### src/rtl/router_pkg.sv
// Shared types and default sizing for the layer sequencer and its helpers.
package router_pkg;

  localparam int DEF_ADDR_WIDTH = 8;
  localparam int DEF_ROW_COUNT  = 4;
  localparam int DEF_CTX_WIDTH  = 16;

  typedef enum logic [2:0] {
    IDLE       = 3'd0,
    CONFIG     = 3'd1,
    LOAD       = 3'd2,
    WAIT_READY = 3'd3,
    STREAM     = 3'd4,
    DONE       = 3'd5
  } state_e;

endpackage

### src/rtl/sat_counter.sv
// Up-counter that sticks at all-ones; clear wins over increment.
// Count is visible the cycle after the increment; no backpressure.
module sat_counter #(
  parameter int WIDTH = 16
) (
  input  logic             clk_i,
  input  logic             rst_i,
  input  logic             clr_i,
  input  logic             inc_i,
  output logic [WIDTH-1:0] count_o
);

  logic [WIDTH-1:0] count_q, count_d;

  always_comb begin
    count_d = count_q;
    if (clr_i) begin
      count_d = '0;
    end else if (inc_i && (count_q != '1)) begin
      count_d = count_q + WIDTH'(1);
    end
  end

  always_ff @(posedge clk_i or posedge rst_i) begin
    if (rst_i) begin
      count_q <= '0;
    end else begin
      count_q <= count_d;
    end
  end

  assign count_o = count_q;

endmodule

### src/rtl/router_sequencer.sv
// Layer scheduler: latches config, starts input/weight routers, pops both in lockstep and counts contexts.
// Pop strobe is combinational from the ready inputs; systolic-array backpressure only stalls and is counted.
module router_sequencer
  import router_pkg::*;
#(
  parameter int ROW_COUNT  = DEF_ROW_COUNT,
  parameter int ADDR_WIDTH = DEF_ADDR_WIDTH,
  parameter int CTX_WIDTH  = DEF_CTX_WIDTH
) (
  input  logic                  i_clk,
  input  logic                  i_rst,
  input  logic                  i_reg_clear,
  input  logic                  i_start,
  input  logic [ADDR_WIDTH-1:0] i_start_addr,
  input  logic [ADDR_WIDTH-1:0] i_o_size,
  input  logic [ADDR_WIDTH-1:0] i_stride,
  output logic                  o_ir_en,
  output logic [ADDR_WIDTH-1:0] o_ir_start_addr,
  output logic [ADDR_WIDTH-1:0] o_ir_o_size,
  output logic [ADDR_WIDTH-1:0] o_ir_stride,
  output logic                  o_ir_reg_clear,
  input  logic                  i_ir_ready,
  input  logic                  i_ir_context_done,
  input  logic                  i_ir_done,
  output logic                  o_wr_en,
  output logic                  o_wr_reuse,
  input  logic                  i_wr_ready,
  input  logic                  i_sa_ready,
  output logic                  o_pop_en,
  output logic [CTX_WIDTH-1:0]  o_ctx_count,
  output logic [CTX_WIDTH-1:0]  o_stall_cycles,
  output logic                  o_busy,
  output logic                  o_done,
  output logic                  o_err,
  output logic [2:0]            o_state
);

  localparam int PW = 2 * ADDR_WIDTH + 1;

  state_e                state_q, state_d;
  logic [ADDR_WIDTH-1:0] start_addr_q, o_size_q, stride_q;
  logic [CTX_WIDTH-1:0]  expected_q, expected_d;
  logic                  done_q, err_q, reuse_q, reuse_d;
  logic                  start_fire, cnt_clr, ctx_inc, stall_inc, routers_rdy, ctx_mismatch;
  logic [PW-1:0]         area_rounded;

  assign start_fire   = (state_q == IDLE) && i_start;
  assign cnt_clr      = i_reg_clear || start_fire;
  assign routers_rdy  = i_ir_ready && i_wr_ready;
  assign ctx_mismatch = (o_ctx_count != expected_q);

  // Contexts needed = ceil(size^2 / ROW_COUNT); widened so the rounding add cannot wrap.
  assign area_rounded = PW'(i_o_size) * PW'(i_o_size) + PW'(ROW_COUNT - 1);
  assign expected_d   = CTX_WIDTH'(area_rounded / PW'(ROW_COUNT));

  always_ff @(posedge i_clk or posedge i_rst) begin
    if (i_rst) begin
      state_q <= IDLE;
    end else if (i_reg_clear) begin
      state_q <= IDLE;
    end else begin
      state_q <= state_d;
    end
  end

  always_comb begin
    state_d = state_q;
    ctx_inc = 1'b0;
    reuse_d = 1'b0;
    case (state_q)
      IDLE:   if (i_start) state_d = CONFIG;
      CONFIG: state_d = (o_size_q == '0) ? DONE : LOAD;
      LOAD:   state_d = WAIT_READY;
      WAIT_READY, STREAM: begin
        // Final coordinate closes the open context; a simultaneous context_done is the same event.
        if (i_ir_done) begin
          ctx_inc = 1'b1;
          state_d = DONE;
        end else if (i_ir_context_done) begin
          ctx_inc = 1'b1;
          reuse_d = 1'b1;
          state_d = WAIT_READY;
        end else if ((state_q == WAIT_READY) && routers_rdy) begin
          state_d = STREAM;
        end
      end
      DONE:    state_d = IDLE;
      default: state_d = IDLE;
    endcase
  end

  always_comb begin
    o_busy         = (state_q != IDLE);
    o_ir_reg_clear = (state_q == CONFIG);
    o_ir_en        = (state_q == LOAD) || (state_q == WAIT_READY) || (state_q == STREAM);
    o_wr_en        = o_ir_en;
    o_pop_en       = (state_q == STREAM) && routers_rdy && i_sa_ready;
    stall_inc      = (state_q == STREAM) && routers_rdy && !i_sa_ready;
    o_done         = done_q || (state_q == DONE);
    o_err          = err_q || ((state_q == DONE) && ctx_mismatch);
  end

  always_ff @(posedge i_clk or posedge i_rst) begin
    if (i_rst) begin
      start_addr_q <= '0;
      o_size_q     <= '0;
      stride_q     <= '0;
      expected_q   <= '0;
      done_q       <= 1'b0;
      err_q        <= 1'b0;
      reuse_q      <= 1'b0;
    end else if (i_reg_clear) begin
      start_addr_q <= '0;
      o_size_q     <= '0;
      stride_q     <= '0;
      expected_q   <= '0;
      done_q       <= 1'b0;
      err_q        <= 1'b0;
      reuse_q      <= 1'b0;
    end else begin
      reuse_q <= reuse_d;
      if (start_fire) begin
        start_addr_q <= i_start_addr;
        o_size_q     <= i_o_size;
        stride_q     <= i_stride;
        expected_q   <= expected_d;
        done_q       <= 1'b0;
        err_q        <= 1'b0;
      end
      if (state_q == DONE) begin
        done_q <= 1'b1;
        err_q  <= ctx_mismatch;
      end
    end
  end

  sat_counter #(.WIDTH(CTX_WIDTH)) u_ctx_cnt (
    .clk_i   (i_clk),
    .rst_i   (i_rst),
    .clr_i   (cnt_clr),
    .inc_i   (ctx_inc),
    .count_o (o_ctx_count)
  );

  sat_counter #(.WIDTH(CTX_WIDTH)) u_stall_cnt (
    .clk_i   (i_clk),
    .rst_i   (i_rst),
    .clr_i   (cnt_clr),
    .inc_i   (stall_inc),
    .count_o (o_stall_cycles)
  );

  assign o_wr_reuse      = reuse_q;
  assign o_ir_start_addr = start_addr_q;
  assign o_ir_o_size     = o_size_q;
  assign o_ir_stride     = stride_q;
  assign o_state         = state_q;

endmodule

### config.mk
export PLATFORM = sky130hd
export DESIGN_NAME = router_sequencer
export DESIGN_NICKNAME = d
export VERILOG_FILES = /design/src/rtl/router_pkg.sv /design/src/rtl/sat_counter.sv /design/src/rtl/router_sequencer.sv
export SDC_FILE = /design/constraint.sdc
export NUM_CORES = 1
export LEC_CHECK = 0
export BUFFER_PORTS_ARGS = -buffer_cell sky130_fd_sc_hd__buf_2
export CORE_MARGIN = 2
export CORE_UTILIZATION = 52
export CTS_CLUSTER_SIZE = 12
export DETAILED_ROUTE_END_ITERATION = 10
export GPL_ROUTABILITY_DRIVEN = 0
export MAX_ROUTING_LAYER = met4
export PLACE_DENSITY = 0.84
export SETUP_SLACK_MARGIN = 0.5
export SYNTH_ARGS = -nofsm -noshare
export SYNTH_HDL_FRONTEND = slang
export SYNTH_SLANG_ARGS = --single-unit
export TNS_END_PERCENT = 1
### constraint.sdc
create_clock -name i_clk -period 3.25 [get_ports i_clk]
set_input_delay 0.1625 -clock i_clk [delete_from_list [all_inputs] [get_ports i_clk]]
set_output_delay 0.1625 -clock i_clk [all_outputs]
set_load 0.03 [all_outputs]
# Word level (Yosys, flattened, before mapping)
# Cells that the tools add are included.
word_totals:
  out_inout_bits: 67
  reg_bits: 78
  word_cells: 78
classes:
  multipliers: 1
  n_eq_ne: 10
  reduce_logical: 24
  addsub: 3
  n_mux: 30
ops:
  columns: ["operator", "count"]
  rows:
  - ["16-bit two-way mux", 6]
  - ["8-bit two-way mux", 6]
  - ["16-bit by 1-bit adder with 16-bit output, second input constant", 2]
  - ["16-bit inequality test, second input constant", 2]
  - ["3-bit two-way mux", 6]
  - ["16-bit by 2-bit adder with 17-bit output, second input constant", 1]
  - ["8-bit by 8-bit multiplier with 16-bit output", 1]
  - ["16-bit inequality test", 1]
  - ["3-bit case mux with 4 select lines", 1]
  - ["1-bit two-way mux", 11]
  - ["1-bit logical AND", 9]
  - ["8-bit zero test", 1]
  - ["3-bit by 2-bit equality test with 1-bit output, second input constant", 2]
  - ["3-bit equality test, second input constant", 2]
  - ["2-bit nonzero test", 3]
  - ["3-bit nonzero test", 2]
  - ["1-bit logical OR", 5]
  - ["5-bit inequality test, second input constant", 1]
  - ["3-bit by 1-bit equality test with 1-bit output, second input constant", 1]
  - ["3-bit zero test", 1]
  - ["3-bit inequality test, second input constant", 1]
  - ["2-bit AND reduction", 1]
  - ["2-bit OR reduction", 1]
  - ["1-bit zero test", 1]

# Depth between registers and ports, before layout
logic_depth:
  word_depth: 7
  depth_mapped: 16
  mapped_depth_nobuf: 15

# Cells and area by module
# Synthesis repeated with hierarchy kept, for this count alone.
hier_totals:
  hier_cells: 651
  area_unflattened_um2: 5679.2
modules_own_cells:
  columns: ["module", "instances", "seq_area_each_um2", "cells_per_inst", "area_per_inst_um2"]
  rows:
  - ["router_sequencer", 1, 1126.1, 449, 3814.9]
  - ["sat_counter", 2, 400.4, 101, 932.1]

# Worst setup path before layout
# OpenSTA, ideal clock, no wires.
synth_path:
  path_kind: "input-to-reg"
  start: "input i_o_size[1]"
  end: "register expected_q[7]"
  path_stages: 15
  t_arrival_ns: 3.920
  path_slack_ns: -0.739
  n_path_buf: 1
  required_ns: 3.181
  setup_time_ns: 0.069
  cell_sequence: "clkbuf_1 and2_1 fa_1 xor2_1 xnor2_1 fa_1 inv_1 fa_1 inv_1 ha_1 and3_1 a221oi_1 nor2b_1 or4_1 nand3_1"
synth_via:
  elab_chain_len: 4
synth_lines:
  columns: ["item", "line", "rtl"]
  rows:
  - ["start: declaration", "router_sequencer.sv:15", "input logic [ADDR_WIDTH-1:0] i_o_size,"]
  - ["8-bit by 8-bit multiplier with 16-bit output", "router_sequencer.sv:53", "assign area_rounded = PW'(i_o_size) * PW'(i_o_size) + PW'(ROW_COUNT - 1);"]
  - ["16-bit by 2-bit adder with 17-bit output", "router_sequencer.sv:53", null]
  - ["16-bit two-way mux", "router_sequencer.sv:122", "if (start_fire) begin"]
  - ["16-bit two-way mux", "router_sequencer.sv:112", "end else if (i_reg_clear) begin"]
  - ["end signal: assignment", "router_sequencer.sv:126", "expected_q <= expected_d;"]
  - ["end: declaration", "router_sequencer.sv:42", "logic [CTX_WIDTH-1:0] expected_q, expected_d;"]
# No other way between the ends. The select of a mux whose other input is x is not followed.
# A chain may end at the register's enable or synchronous reset.

# Worst setup path after layout
layout_path:
  start: "input i_o_size[3]"
  end: "register expected_q[9]"
# Same word-level chain as after synthesis.

==> flow_metrics.env <==
export IMPL_drtIter0Drc=451
export IMPL_fin_cells=911
export IMPL_syn_inst=637
export IMPL_critical_path_class="input pin to register"
export IMPL_timing_fmax_ghz=0.291
export IMPL_synth_compound_area_share_pct=12.1
export IMPL_die_area_sq_mm=0.0116
export IMPL_violations="negative setup slack"
export IMPL_status="finished with violations"
export IMPL_min_period_ns=3.44
export IMPL_antenna_cells=0
export IMPL_cp_top_family="adder cells"
export IMPL_start_kind="input pin"
export IMPL_area_delta_synth_final_pct=24.4
export IMPL_vias_per_cell=5.72
export IMPL_holdPathStages=3
export IMPL_dp_cells=892
export IMPL_die_w_um=108
export IMPL_grt_pass1_vias=5084
export IMPL_vias=5213
export IMPL_skew_ns=0.0109
export IMPL_crit_arrival_ns=3.72
export IMPL_hold_end="o_ir_stride[2]"
export IMPL_worstMarginPinSlew_ns=0.830
export IMPL_reg2reg_slack_ns=0.87
export IMPL_max_stage_delay_ns=0.53
export IMPL_syn_area_sq_mm=0.00559
export IMPL_synth_seq_cells=77
export IMPL_rsz0062_at_grt="true"
export IMPL_synth_yosys_seq_area_share_pct=34.5
export IMPL_r2r_cells=6
export IMPL_worstPathRequired_ns=3.53
export IMPL_cts_sinks=77
export IMPL_highest_layer="met4"
export IMPL_cts_buffers=9
export IMPL_die_y_um=108
export IMPL_wl_met3_um=875
export IMPL_synth_top_family_by_area="simple AND/OR/NAND/NOR gates"
export IMPL_start_util_pct=53.9
export IMPL_grt_pass1_wl_um=23500
export IMPL_yosysWarnings=0
export IMPL_grt_start_max_net_pins=46
export IMPL_drcViolationCount=0
export IMPL_post_route_period_util_pct=106
export IMPL_rr_endpoint="u_stall_cnt.count_o[1]"
export IMPL_io_pins=100
export IMPL_synth_distinct_cells=53
export IMPL_synth_simple_area_share_pct=24.0
export IMPL_tns_ns=-0.945
export IMPL_row_count=37
export IMPL_synthesis_nets=728
export IMPL_port_buffers=99
export IMPL_crit_slowest_cell="fa_1"
export IMPL_max_slew_margin_pct=44.6
export IMPL_totalWireLength_um=14400
export IMPL_hp_start="i_stride[2]"
export IMPL_ant_nets=0
export IMPL_hold_viol=0
export IMPL_async_reset_ff_share_pct=100
export IMPL_holdWs_ns=0.0304
export IMPL_clockBufferDepth=2
export IMPL_layout_common_cells="95 x buf_2, 77 x dfrtp_1, 74 x nand2_1"
export IMPL_powerDensity_mw_per_mm2=603
export IMPL_vdd_drop_max_v=0.000401
export IMPL_r2r_start="u_stall_cnt.count_o[0]"
export IMPL_setup_ws_ns=-0.187
export IMPL_firstDrtPassIters=5
export IMPL_leakagePower_nw=3.35
export IMPL_synth_edf_count=0
export IMPL_crit_chain="buf_6, clkinvlp_4, ha_2, or2_4, fa_1, fa_1, inv_1, fa_1, inv_2, ha_4, and3_4, a221oi_4, o21a_1, or4_1, nand3_1"
export IMPL_core_sq_mm=0.0104
export IMPL_endpoint_kind="register"
export IMPL_grt_antenna_before_repair=0
export IMPL_design_final_nets=861
export IMPL_root_buffer="clkbuf_8"
export IMPL_synth_flop_cell="dfrtp_1"
export IMPL_drv_cap=0
export IMPL_wl_met2_um=7230
export IMPL_synth_xor_area_share_pct=6.58
export IMPL_grt_overflow_total=0
export IMPL_drt_met1_wl_um=6110
export IMPL_drive_gt1_share_pct=28.6
export IMPL_mostFrequentLayoutCell="buf_2"
export IMPL_grtUsageTotal_pct=26.0
export IMPL_crit_top_cell="fa_1"
export IMPL_post_drt_wl_per_cell_um=15.8
export IMPL_min_path_type="input pin to register"
export IMPL_htreeDepth=3
export IMPL_slew_viol_final=0
export IMPL_yosys_mux_area_fraction_pct=0.537
export IMPL_critPathMaxFanout=7
export IMPL_clk_insertion_delay_late_ns=0.36
export IMPL_cts_clk_slew_worst_paths_ns=0.08
export IMPL_p_total_mw=4.19
export IMPL_cp_num_buf_inv=4
export IMPL_avgSynthCellArea_sq_um=8.78
export IMPL_setup_viol=9
export IMPL_synthAdderAreaFrac_pct=16.3
export IMPL_cts_tree="done"
export IMPL_place_hpwl_um=10800
-- logic make-up after synthesis --
kind of cell / after synthesis
other cells: 1
fa+ha+maj: 58
mux: 3
flops: 77
buf+inv: 82
xor+xnor: 42
compound gates: 112
simple gates: 262
-- how the worst max path moves through the flow --
stage,to,slack (ns),startpoint,cells past startpoint
global placement,expected_q[10],-0.55,i_o_size[2],15
detailed placement,expected_q[10],-0.67,i_o_size[3],15
CTS,expected_q[9],-0.18,i_o_size[2],15
floorplan,expected_q[9],-0.33,i_o_size[6],13
global route,expected_q[7],-0.29,i_o_size[3],15
finish,expected_q[9],-0.19,i_o_size[3],15
-- metrics by stage --
stage / area (sq um) / utilization (%) / setup slack, ns
floorplan: 5720 / - / -0.331
global placement: 6590 / 63.5 / -0.553
detailed placement: 6590 / 63.5 / -0.673
CTS: 6860 / 66.2 / -0.179
global route: 6950 / 67.1 / -0.293
finish: 6950 / 67.1 / -0.187
-- sequential cells by signal (all words and copies together) (netlist names) --
| signal | count |
|---|---|
| done_q | 1 |
| err_q | 1 |
| expected_q | 15 |
| o_ir_o_size | 8 |
| o_ir_start_addr | 8 |
| o_ir_stride | 8 |
| o_state | 3 |
| o_wr_reuse | 1 |
| u_ctx_cnt.count_o | 16 |
| u_stall_cnt.count_o | 16 |
-- power breakdown --
| part | internal (mW) | total, mW | switching (mW) | leakage, nW |
|---|---|---|---|---|
| registers | 1.10 | 1.25 | 0.150 | 1.06 |
| logic | 0.938 | 2.27 | 1.33 | 2.20 |
| clock network | 0.288 | 0.673 | 0.385 | 0.0923 |
-- area by class of cell --
class	instances	area (sq um)
clock buffer	9	124
clock inverter	7	55.1
fill	826	3420
inverter	53	203
multi-input combinational	478	3560
sequential	77	1930
tap	136	170
timing repair buffer	151	913
-- worst register-to-register path, stage by stage (launching register included) --
cell and delay (ns):
dfrtp_1 0.44, ha_1 0.22, nand4_1 0.23, nor3_1 0.68
a21o_1 0.39, mux2i_1 0.23, nor2_1 0.05
-- routing by layer --
| metal | GRT usage (%) | up-vias |
|---|---|---|
| li1 | - | 2454 |
| met1 | 31.5 | 2538 |
| met2 | 44.2 | 196 |
| met3 | 5.87 | 25 |
| met4 | 6.23 | 0 |
| met5 | - | - |
-- what timing repair did --
| item | 4_1_cts | 5_1_grt |
|---|---|---|
| pin swaps | 16 | 14 |
| hold buffers | 1 | 0 |
| endpoints found under the hold margin | 22 | 0 |
| resized for setup | 22 | 20 |
| setup buffers | 0 | 2 |
| cloned | 0 | 0 |
| endpoints found under the setup margin | 12 | 13 |
-- synth_stat cells (2+ instances only) --
cell       count  area [sq um]
nor3_1        24           120
nor4b_1        3          26.3
buf_2          4          20.0
a31oi_1        4          25.0
a2111oi_0      2          17.5
nand2b_1       3          18.8
or3_1          5          31.3
mux2i_1        3          30.0
nor2_1        45           169
a211oi_1       8          60.1
and4_1         3          26.3
nand2_1       76           285
o2111ai_1      3          26.3
o311ai_0       2          17.5
or4_1          6          45.0
and2_1        21           131
nor3b_1        4          30.0
nand4_1       13          81.3
or2_2          3          18.8
xnor2_1       32           280
o211ai_1       2          15.0
xor2_1        10          87.6
nand3_1       24           120
o21a_1         4          30.0
a21o_1         7          52.6
buf_4          3          22.5
and3b_1        2          17.5
o31ai_1        3          22.5
nor4_1         9          56.3
and3_1         9          56.3
clkbuf_1      21          78.8
fa_1          25           500
dfrtp_1       77          1930
nor2b_1        6          37.5
o21ai_0       19          95.1
ha_1          33           413
inv_1         53           199
a21oi_1       51           255
(Power assumes the default switching activity.)
